File: src/rtl/top_memory_access.sv
// Memory-access stage: issues data-memory loads/stores over a req/ack bus and latches results for writeback.
// Optional MEMACC_MISALIGN_TRAP_EN: misaligned accesses become flagged no-ops instead of being force-aligned.

module memacc_lane #(
  parameter int LANE = 0
) (
  input  logic [1:0] size,
  input  logic [1:0] a_lo,
  input  logic [7:0] b_byte,
  input  logic [7:0] b_half,
  input  logic [7:0] b_word,
  output logic       be,
  output logic [7:0] wdata
);
  localparam logic [1:0] L = LANE[1:0];

  always_comb begin
    be    = 1'b1;
    wdata = b_word;
    case (size)
      2'b00: begin
        be    = (a_lo == L);
        wdata = b_byte;
      end
      2'b01: begin
        be    = (a_lo[1] == L[1]);
        wdata = b_half;
      end
      default: begin
        be    = 1'b1;
        wdata = b_word;
      end
    endcase
  end
endmodule

module top_memory_access #(
  parameter int XLEN      = 32,
  parameter int OPLEN     = 8,
  parameter int LOAD_BIT  = 0,
  parameter int STORE_BIT = 1,
  parameter int SIZE_LSB  = 2,
  parameter int UNS_BIT   = 4
) (
  input  logic             clk,
  input  logic             rst_n,
  input  logic             phase_memoryaccess,
  input  logic [OPLEN-1:0] decoded_op_em,
  input  logic [XLEN-1:0]  rs2data_em,
  input  logic             jump_state_em,
  input  logic [4:0]       rdsel_em,
  input  logic [XLEN-1:0]  next_pc_em,
  input  logic [XLEN-1:0]  alu_out_em,
  output logic             dmem_req,
  output logic             dmem_we,
  output logic [XLEN-1:0]  dmem_addr,
  output logic [XLEN-1:0]  dmem_wdata,
  output logic [3:0]       dmem_be,
  input  logic [XLEN-1:0]  dmem_rdata,
  input  logic             dmem_ack,
  output logic [OPLEN-1:0] decoded_op_mw,
  output logic [4:0]       rdsel_mw,
  output logic [XLEN-1:0]  next_pc_mw,
  output logic             jump_state_mw,
  output logic [XLEN-1:0]  alu_out_mw,
  output logic [XLEN-1:0]  load_data_mw,
  output logic             misalign_err_mw,
  output logic             stall_memoryaccess
);
  localparam int NUM_LANES = XLEN / 8;

  typedef enum logic [1:0] {IDLE = 2'd0, BUSY = 2'd1, DONE = 2'd2} state_e;

  state_e state_q, state_d;

  logic                 is_load, is_store, memop, uns, trapped, issue_ok, latch_en;
  logic [1:0]           size, a_lo;
  logic [NUM_LANES-1:0]      lane_be;
  logic [NUM_LANES-1:0][7:0] lane_wdata;

  logic            req_q, req_d, we_q, we_d;
  logic [XLEN-1:0] addr_q, addr_d, wdata_q, wdata_d, rdata_q, rdata_d;
  logic [3:0]      be_q, be_d;
  logic            ld_load_q, ld_load_d, ld_uns_q, ld_uns_d;
  logic [1:0]      ld_size_q, ld_size_d, ld_alo_q, ld_alo_d;
  logic [XLEN-1:0] ld_shift, ld_ext;

  logic [OPLEN-1:0] op_mw_q, op_mw_d;
  logic [4:0]       rd_mw_q, rd_mw_d;
  logic [XLEN-1:0]  npc_mw_q, npc_mw_d, alu_mw_q, alu_mw_d, ld_mw_q, ld_mw_d;
  logic             jmp_mw_q, jmp_mw_d;

  assign is_load  = decoded_op_em[LOAD_BIT];
  assign is_store = decoded_op_em[STORE_BIT];
  assign uns      = decoded_op_em[UNS_BIT];
  assign size     = decoded_op_em[SIZE_LSB +: 2];
  assign memop    = is_load | is_store;

  // Low address bits snapped to natural alignment; a trapped access never uses them.
  always_comb begin
    a_lo = alu_out_em[1:0];
    if (size == 2'b01)  a_lo = {alu_out_em[1], 1'b0};
    else if (size[1])   a_lo = 2'b00;
  end

`ifdef MEMACC_MISALIGN_TRAP_EN
  logic misaligned;
  logic err_mw_q, err_mw_d;
  assign misaligned = ((size == 2'b01) && alu_out_em[0]) ||
                      (size[1] && (alu_out_em[1:0] != 2'b00));
  assign trapped    = memop & misaligned;
`else
  assign trapped    = 1'b0;
`endif

  assign issue_ok           = memop & ~trapped;
  assign stall_memoryaccess = phase_memoryaccess &
                              (((state_q == IDLE) & issue_ok) | (state_q == BUSY));
  assign latch_en           = phase_memoryaccess & ~stall_memoryaccess;

  for (genvar i = 0; i < NUM_LANES; i++) begin : g_lane
    memacc_lane #(.LANE(i)) u_lane (
      .size   (size),
      .a_lo   (a_lo),
      .b_byte (rs2data_em[7:0]),
      .b_half (rs2data_em[8*(i%2) +: 8]),
      .b_word (rs2data_em[8*i +: 8]),
      .be     (lane_be[i]),
      .wdata  (lane_wdata[i])
    );
  end

  // DONE waits for phase so a completed transaction is latched exactly once,
  // even if the state machine dropped phase while the bus was busy.
  always_comb begin
    state_d   = state_q;
    req_d     = req_q;
    we_d      = we_q;
    addr_d    = addr_q;
    wdata_d   = wdata_q;
    be_d      = be_q;
    rdata_d   = rdata_q;
    ld_load_d = ld_load_q;
    ld_uns_d  = ld_uns_q;
    ld_size_d = ld_size_q;
    ld_alo_d  = ld_alo_q;
    case (state_q)
      IDLE: begin
        if (phase_memoryaccess && issue_ok) begin
          state_d   = BUSY;
          req_d     = 1'b1;
          we_d      = is_store;
          addr_d    = {alu_out_em[XLEN-1:2], 2'b00};
          wdata_d   = lane_wdata;
          be_d      = lane_be;
          ld_load_d = is_load;
          ld_uns_d  = uns;
          ld_size_d = size;
          ld_alo_d  = a_lo;
        end
      end
      BUSY: begin
        if (dmem_ack) begin
          state_d = DONE;
          req_d   = 1'b0;
          rdata_d = dmem_rdata;
        end
      end
      DONE: begin
        if (phase_memoryaccess) state_d = IDLE;
      end
      default: state_d = IDLE;
    endcase
  end

  always_comb begin
    ld_shift = rdata_q >> {ld_alo_q, 3'b000};
    ld_ext   = rdata_q;
    case (ld_size_q)
      2'b00:   ld_ext = ld_uns_q ? {{(XLEN-8){1'b0}}, ld_shift[7:0]}
                                 : {{(XLEN-8){ld_shift[7]}}, ld_shift[7:0]};
      2'b01:   ld_ext = ld_uns_q ? {{(XLEN-16){1'b0}}, ld_shift[15:0]}
                                 : {{(XLEN-16){ld_shift[15]}}, ld_shift[15:0]};
      default: ld_ext = rdata_q;
    endcase
  end

  always_comb begin
    op_mw_d  = op_mw_q;
    rd_mw_d  = rd_mw_q;
    npc_mw_d = npc_mw_q;
    jmp_mw_d = jmp_mw_q;
    alu_mw_d = alu_mw_q;
    ld_mw_d  = ld_mw_q;
    if (latch_en) begin
      op_mw_d  = decoded_op_em;
      rd_mw_d  = rdsel_em;
      npc_mw_d = next_pc_em;
      jmp_mw_d = jump_state_em;
      alu_mw_d = alu_out_em;
      ld_mw_d  = ((state_q == DONE) && ld_load_q) ? ld_ext : '0;
    end
  end

  always_ff @(posedge clk or negedge rst_n) begin
    if (!rst_n) begin
      state_q   <= IDLE;
      req_q     <= 1'b0;
      we_q      <= 1'b0;
      addr_q    <= '0;
      wdata_q   <= '0;
      be_q      <= '0;
      rdata_q   <= '0;
      ld_load_q <= 1'b0;
      ld_uns_q  <= 1'b0;
      ld_size_q <= '0;
      ld_alo_q  <= '0;
      op_mw_q   <= '0;
      rd_mw_q   <= '0;
      npc_mw_q  <= '0;
      jmp_mw_q  <= 1'b0;
      alu_mw_q  <= '0;
      ld_mw_q   <= '0;
    end else begin
      state_q   <= state_d;
      req_q     <= req_d;
      we_q      <= we_d;
      addr_q    <= addr_d;
      wdata_q   <= wdata_d;
      be_q      <= be_d;
      rdata_q   <= rdata_d;
      ld_load_q <= ld_load_d;
      ld_uns_q  <= ld_uns_d;
      ld_size_q <= ld_size_d;
      ld_alo_q  <= ld_alo_d;
      op_mw_q   <= op_mw_d;
      rd_mw_q   <= rd_mw_d;
      npc_mw_q  <= npc_mw_d;
      jmp_mw_q  <= jmp_mw_d;
      alu_mw_q  <= alu_mw_d;
      ld_mw_q   <= ld_mw_d;
    end
  end

`ifdef MEMACC_MISALIGN_TRAP_EN
  always_comb begin
    err_mw_d = err_mw_q;
    if (latch_en) err_mw_d = trapped;
  end

  always_ff @(posedge clk or negedge rst_n) begin
    if (!rst_n) err_mw_q <= 1'b0;
    else        err_mw_q <= err_mw_d;
  end

  assign misalign_err_mw = err_mw_q;
`else
  assign misalign_err_mw = 1'b0;
`endif

  assign dmem_req      = req_q;
  assign dmem_we       = we_q;
  assign dmem_addr     = addr_q;
  assign dmem_wdata    = wdata_q;
  assign dmem_be       = be_q;
  assign decoded_op_mw = op_mw_q;
  assign rdsel_mw      = rd_mw_q;
  assign next_pc_mw    = npc_mw_q;
  assign jump_state_mw = jmp_mw_q;
  assign alu_out_mw    = alu_mw_q;
  assign load_data_mw  = ld_mw_q;
endmodule
File: config.mk
export PLATFORM = sky130hd
export DESIGN_NAME = top_memory_access
export DESIGN_NICKNAME = d
export VERILOG_FILES = /design/src/rtl/top_memory_access.sv
export SDC_FILE = /design/constraint.sdc
export NUM_CORES = 1
export LEC_CHECK = 0
export CORE_UTILIZATION = 23
export DETAILED_ROUTE_END_ITERATION = 16
export PLACE_DENSITY = 0.58
export SYNTH_ARGS = -nofsm -noshare
export SYNTH_HDL_FRONTEND = slang
export SYNTH_SLANG_ARGS = --single-unit
File: constraint.sdc
create_clock -name clk -period 4.3 [get_ports clk]
set_input_delay 0.86 -clock clk [delete_from_list [all_inputs] [get_ports clk]]
set_output_delay 0.86 -clock clk [all_outputs]
set_load 0.03 [all_outputs]
## Yosys cells after proc, flatten, opt, wreduce, memory -nomap -nowiden

Cells that the tools add are included.
Widths: inputs -> output; s select.

| storage, ports and cells | value |
|---|---|
| register bits | 218 |
| input bits | 146 |
| output and inout bits | 182 |
| logic and storage cells | 67 |

| operators by class | value |
|---|---|
| equality and inequality tests | 10 |
| shifts and indexed selects | 1 |
| muxes and demuxes | 20 |
| bitwise gates (word level) | 7 |
| reductions and logical operators | 12 |

Operator list:

| kind | number |
|---|---|
| $mux 32 | 3 |
| $pmux 32 s2 | 1 |
| $shr 32x5->16 | 1 |
| $mux 8 | 2 |
| $pmux 8 s2 | 1 |
| $mux 2 | 5 |
| $pmux 1 s2 | 5 |
| $eq 2x1->1 const B | 4 |
| $logic_not 2->1 | 4 |
| $eq 2x2->1 const B | 3 |
| $pmux 2 s3 | 1 |
| $reduce_and 3->1 | 2 |
| $ne 2x2->1 const B | 2 |
| $reduce_and 2->1 | 2 |
| $and 1x1->1 | 3 |
| $logic_and 1x1->1 | 2 |
| $mux 1 | 2 |
| $ne 2x1->1 const B | 1 |
| $not 1->1 | 2 |
| $or 1x1->1 | 2 |
| $reduce_bool 2->1 | 1 |
| $reduce_or 2->1 | 1 |

## Depth between registers and ports, before layout

| logic depth | value |
|---|---|
| depth after elaboration | 6 |
| depth in mapped cells | 6 |
| depth with buffers taken out | 4 |

## By module

Synthesis repeated with hierarchy kept, for this count alone.

| unflattened totals | value |
|---|---|
| cells, all modules | 699 |
| area, all modules | 9474.1 µm² |

Modules (own cells, without submodules):

| module | instances | cells each | area each (µm²) | sequential area each (µm²) |
|---|---|---|---|---|
| top_memory_access | 1 | 587 | 8737.1 | 5455.2 |
| memacc_lane at g_lane[2].u_lane | 1 | 28 | 190.2 | 0.0 |
| memacc_lane at g_lane[3].u_lane | 1 | 28 | 183.9 | 0.0 |
| memacc_lane at g_lane[0].u_lane | 1 | 28 | 182.7 | 0.0 |
| memacc_lane at g_lane[1].u_lane | 1 | 28 | 180.2 | 0.0 |

## Least setup slack after synthesis

No wires, ideal clock.

| timing | value |
|---|---|
| kind | input-to-output |
| from | in decoded_op_em[1] |
| to | out stall_memoryaccess |
| arrival time | 1.628 ns |
| data required time | 3.440 ns |
| slack | 1.812 ns |
| stages | 2 |
| buffers on the path | 0 |
| cell sequence | nor3_2 -> nor3b_1 |

| between the ends | value |
|---|---|
| longest elaborated chain between the ends | 4 |

RTL lines:

| item | line | text |
|---|---|---|
| start: declaration | 48 | `input logic [OPLEN-1:0] decoded_op_em,` |
| $or 1x1->1 | 97 | `assign memop = is_load \| is_store;` |
| $and 1x1->1 | 118 | `(((state_q == IDLE) & issue_ok) \| (state_q == BUSY));` |
| $or 1x1->1 | 118 |  |
| $and 1x1->1 | 117 | `assign stall_memoryaccess = phase_memoryaccess &` |
| end: declaration | 68 | `output logic stall_memoryaccess` |

Every way passes these cells.

## Worst setup path in the final report

| timing | value |
|---|---|
| from | in phase_memoryaccess |
| to | out stall_memoryaccess |

| between the ends | value |
|---|---|
| longest elaborated chain between the ends | 1 |

RTL lines:

| item | line | text |
|---|---|---|
| start: declaration | 47 | `input logic phase_memoryaccess,` |
| $and 1x1->1 | 117 |  |

Every way passes these cells.

==> summary.txt <==
STA
  • Max Fclk: 300 MHz
  • Total negative slack: 0 ns
  • RSZ-0062 raised after global routing: false
  • Hold_ws: 0.338 ns
  • Minimum clock period: 3.33 ns
  • Final period util: 77.4%
  • Final setup viols: 0
  • Skew final: 0.0252 ns
  • Max transition margin: 31.8%
  • Max-slew violation count: 0
  • Worst slew pin tran: 1.02 ns
  • Final Hold Viols: 0

Critical path
  • Crit end category: output pin
  • R2R Path End: load_data_mw[31]
  • Most frequent CP cell: clkdlybuf4s50_1
  • CP startpoint: phase_memoryaccess
  • CP Class: input pin to output pin
  • Critical Path AT: 2.47 ns
  • CP Cell Sequence: clkdlybuf4s50_1 > nor3b_1 > clkdlybuf4s50_1
  • Critical path depth in cells: 3
  • Top Family by Delay on Critical Path: buffers and inverters
  • Critical Path Max Stage Delay: 0.72 ns
  • Crit path launch type: input pin
  • End of the critical path: stall_memoryaccess
  • CP Max Fanout: 5
  • RR Startpoint: ld_alo_q[1]
  • Crit-path slowest cell: clkdlybuf4s50_1
  • FF-to-FF path depth: 4
  • Crit path required time: 3.44 ns
  • CP Buf/Inv Count: 2
  • R2r setup slk: 1.64 ns

Synthesis
  • Top post-synthesis cells by area: dfrtp_1 60%, mux2_2 12%, mux2_1 7.0%
  • Post-synth cell types: 37
  • Register area share after synthesis: 60.4%
  • Yosys top cell area share: 60.4%
  • EDFF count, synth: 0
  • Ys async rst share: 100%
  • Syn Area/Cell: 13.3 sq um
  • Area leader, netlist: dfrtp_1
  • Post-Syn Instances: 677
  • Yosys warning count: 0
  • Mapped cell area: 0.00902 sq mm
  • Synth Register Bits: 218
  • Prevailing post-synth register cell: dfrtp_1

Clocking
  • Max clock buf depth: 3
  • H-tree depth: 1
  • Clock sinks: 218
  • CTS tree: yes
  • Clk Latency, worst-skew pair: 0.56 ns
  • Hold-fix buffers, CTS: 0
  • CTS Buf Count: 27
  • Post-CTS setup buffers: 0
  • Resize count post-CTS: 0
  • Clock transition at the registers of the reported paths: 0.06 ns
  • Root Buffer: clkbuf_16

Drt
  • Residual DRC count: 0
  • Post-route ant nets: 0
  • Initial drt markers: 186
  • Via Count: 6549
  • Wire per inst: 17.5 um
  • Drt pass-1 iters: 4
  • Wirelength, routed: 26.9 mm
  • Vias/cell: 4.26

Floorplanning
  • Core Box Area: 0.0386 sq mm
  • Die Area: 0.0400 sq mm
  • Initial Util: 23.4%
  • Die X: 200 um
  • Die Y: 200 um
  • # rows: 72
  • IO Count: 328

Cells and area
  • FILL cells: 3784
  • Layout Nets: 1143
  • Area growth, synth to finish: 52.4%
  • Multi-input gate area: 0.00332 sq mm
  • FF/Latch Area: 0.00546 sq mm
  • Share of cells above drive strength 1: 17.0%

Run status
  • Outcome: finished clean

GRT
  • First-pass GRT wire length: 41.0 mm
  • Total Routing Usage GR: 13.3%
  • GR Overflow Total: 0
  • Largest net degree at the start of global routing: 101
  • Initial antenna violation count: 2
  • Vias in the first global route: 6925

Power and ir drop
  • Total chip power: 11.5 mW
  • Power Dens Cells: 835 mW/mm^2
  • VDD IR max: 0.360 mV
  • P_leak: 5.72 nW

Job
  • MaxCap Viol Count: 0

Place
  • I/O Buffers: 324
  • Placer Congestion: 0.755
  • Placed wire-length estimate: 19.2 mm

Hold path
  • Worst Hold Class: input pin to asynchronous set/reset pin
## per-layer routing
layer | wire (um) | share of wire (%) | vias to the layer above | GRT usage (%)
met2 | 13200 | 49 | 220 | 22.6
met1 | 10600 | 39 | 3219 | 15.8
met5 | 0 | 0 | - | 0
li1 | - | - | 3067 | -
met3 | 2450 | 9.1 | 43 | 4.52
met4 | 692 | 2.6 | 0 | 4.35
## synth_stat cells, types with 3 or more instances
library cell and n:
o21ai_1 9, nand2b_1 3, nor2b_1 3, mux2_1 56
clkbuf_1 10, buf_4 10, nand3_1 8, nor3b_1 3
o31ai_1 6, mux2i_1 33, a22o_1 8, o21ai_2 10
o2bb2ai_1 7, a21oi_1 10, nand2_1 54, dfrtp_1 218
inv_1 4, a22oi_1 23, buf_2 25, mux2_2 96
o22ai_1 6, nor2_1 21, o21ai_0 38
## where the power goes
part	total, mW	switching, mW	internal [mW]
Combinational	5.36	2.97	2.40
Clock	2.34	0.926	1.42
Sequential	3.78	0.714	3.07
Total	11.5	4.61	6.88
## metrics by stage
step	area (sq um)	cells	util [%]	setup slack (ns)
6_report	13800	1538	35.6	0.971
5_1_grt	13800	1537	35.6	0.908
4_1_cts	13800	1536	35.6	0.962
3_5_place_dp	12800	1486	33.2	0.952
3_3_place_gp	12800	1486	33.2	0.972
2_1_floorplan	9030	679	-	1.81
## cell families (layout without fill, tap and decap cells)
group | count (synthesis) | after routing | synth area share [%]
flops | 218 | 218 | 60.4
other cells | 1 | 5 | 0.0416
buf+inv | 52 | 391 | 3.11
mux | 186 | 186 | 22.8
compound gates | 121 | 121 | 8.79
simple gates | 99 | 99 | 4.82
## flip-flops by register name, summed over array words and instances (netlist names)
name,cells
state_q,2
decoded_op_mw,8
ld_alo_q,2
next_pc_mw,32
dmem_wdata,32
load_data_mw,32
dmem_be,4
dmem_addr,30
rdata_q,32
jump_state_mw,1
dmem_req,1
ld_size_q,2
alu_out_mw,32
rdsel_mw,5
dmem_we,1
ld_load_q,1
ld_uns_q,1
## cell usage in the layout, fill, tap and decap left out, types with 2 or more instances in the layout
cell and count:
nand3b_1 2, o21ai_1 7, clkbuf_8 8, clkdlybuf4s50_1 323, buf_12 3, inv_6 2
diode_2 2, a22o_1 8, mux2_1 56, nand2b_1 3, clkbuf_1 3, o21ai_2 10
nor2b_1 3, mux2i_1 33, nand2_1 54, nand3_1 8, clkbuf_16 27, mux2_2 96
a22oi_1 23, buf_4 10, clkinv_2 3, inv_1 4, nor2_1 21, o2bb2ai_1 7
dfrtp_1 218, o21ai_4 2, conb_1 3, nor3b_1 3, o22ai_1 6, o21ai_0 38
a21oi_1 10, o31ai_1 6, clkinv_4 4, bufinv_16 2
## how the worst min path moves through the flow
stage	from	end	slack [ns]	cells past startpoint
floorplan	ld_load_q	ld_load_q	0.47	1
global route	rst_n	alu_out_mw[27]	0.39	1
detailed placement	dmem_wdata[9]	dmem_wdata[9]	0.47	2
finish	rst_n	alu_out_mw[29]	0.34	1
global placement	load_data_mw[6]	load_data_mw[6]	0.46	2
CTS	rst_n	ld_alo_q[1]	0.37	1
## area by class of cell
cell class | instances | area share [%]
Tap cell | 518 | 4.71
Sequential cell | 218 | 39.7
Clock inverter | 12 | 0.982
Inverter | 4 | 0.109
Multi-Input combinational cell | 409 | 24.1
Antenna cell | 2 | 0.0364
Timing Repair Buffer | 337 | 24.6
Clock buffer | 38 | 5.79
## worst reg2reg max path: stages (launching register included)
cell and delay [ns]:
dfrtp_1 0.91, mux2_2 0.44, a22o_1 0.22, a21oi_2 0.75
o21ai_0 0.18
Power figures use the tool's default switching activity.
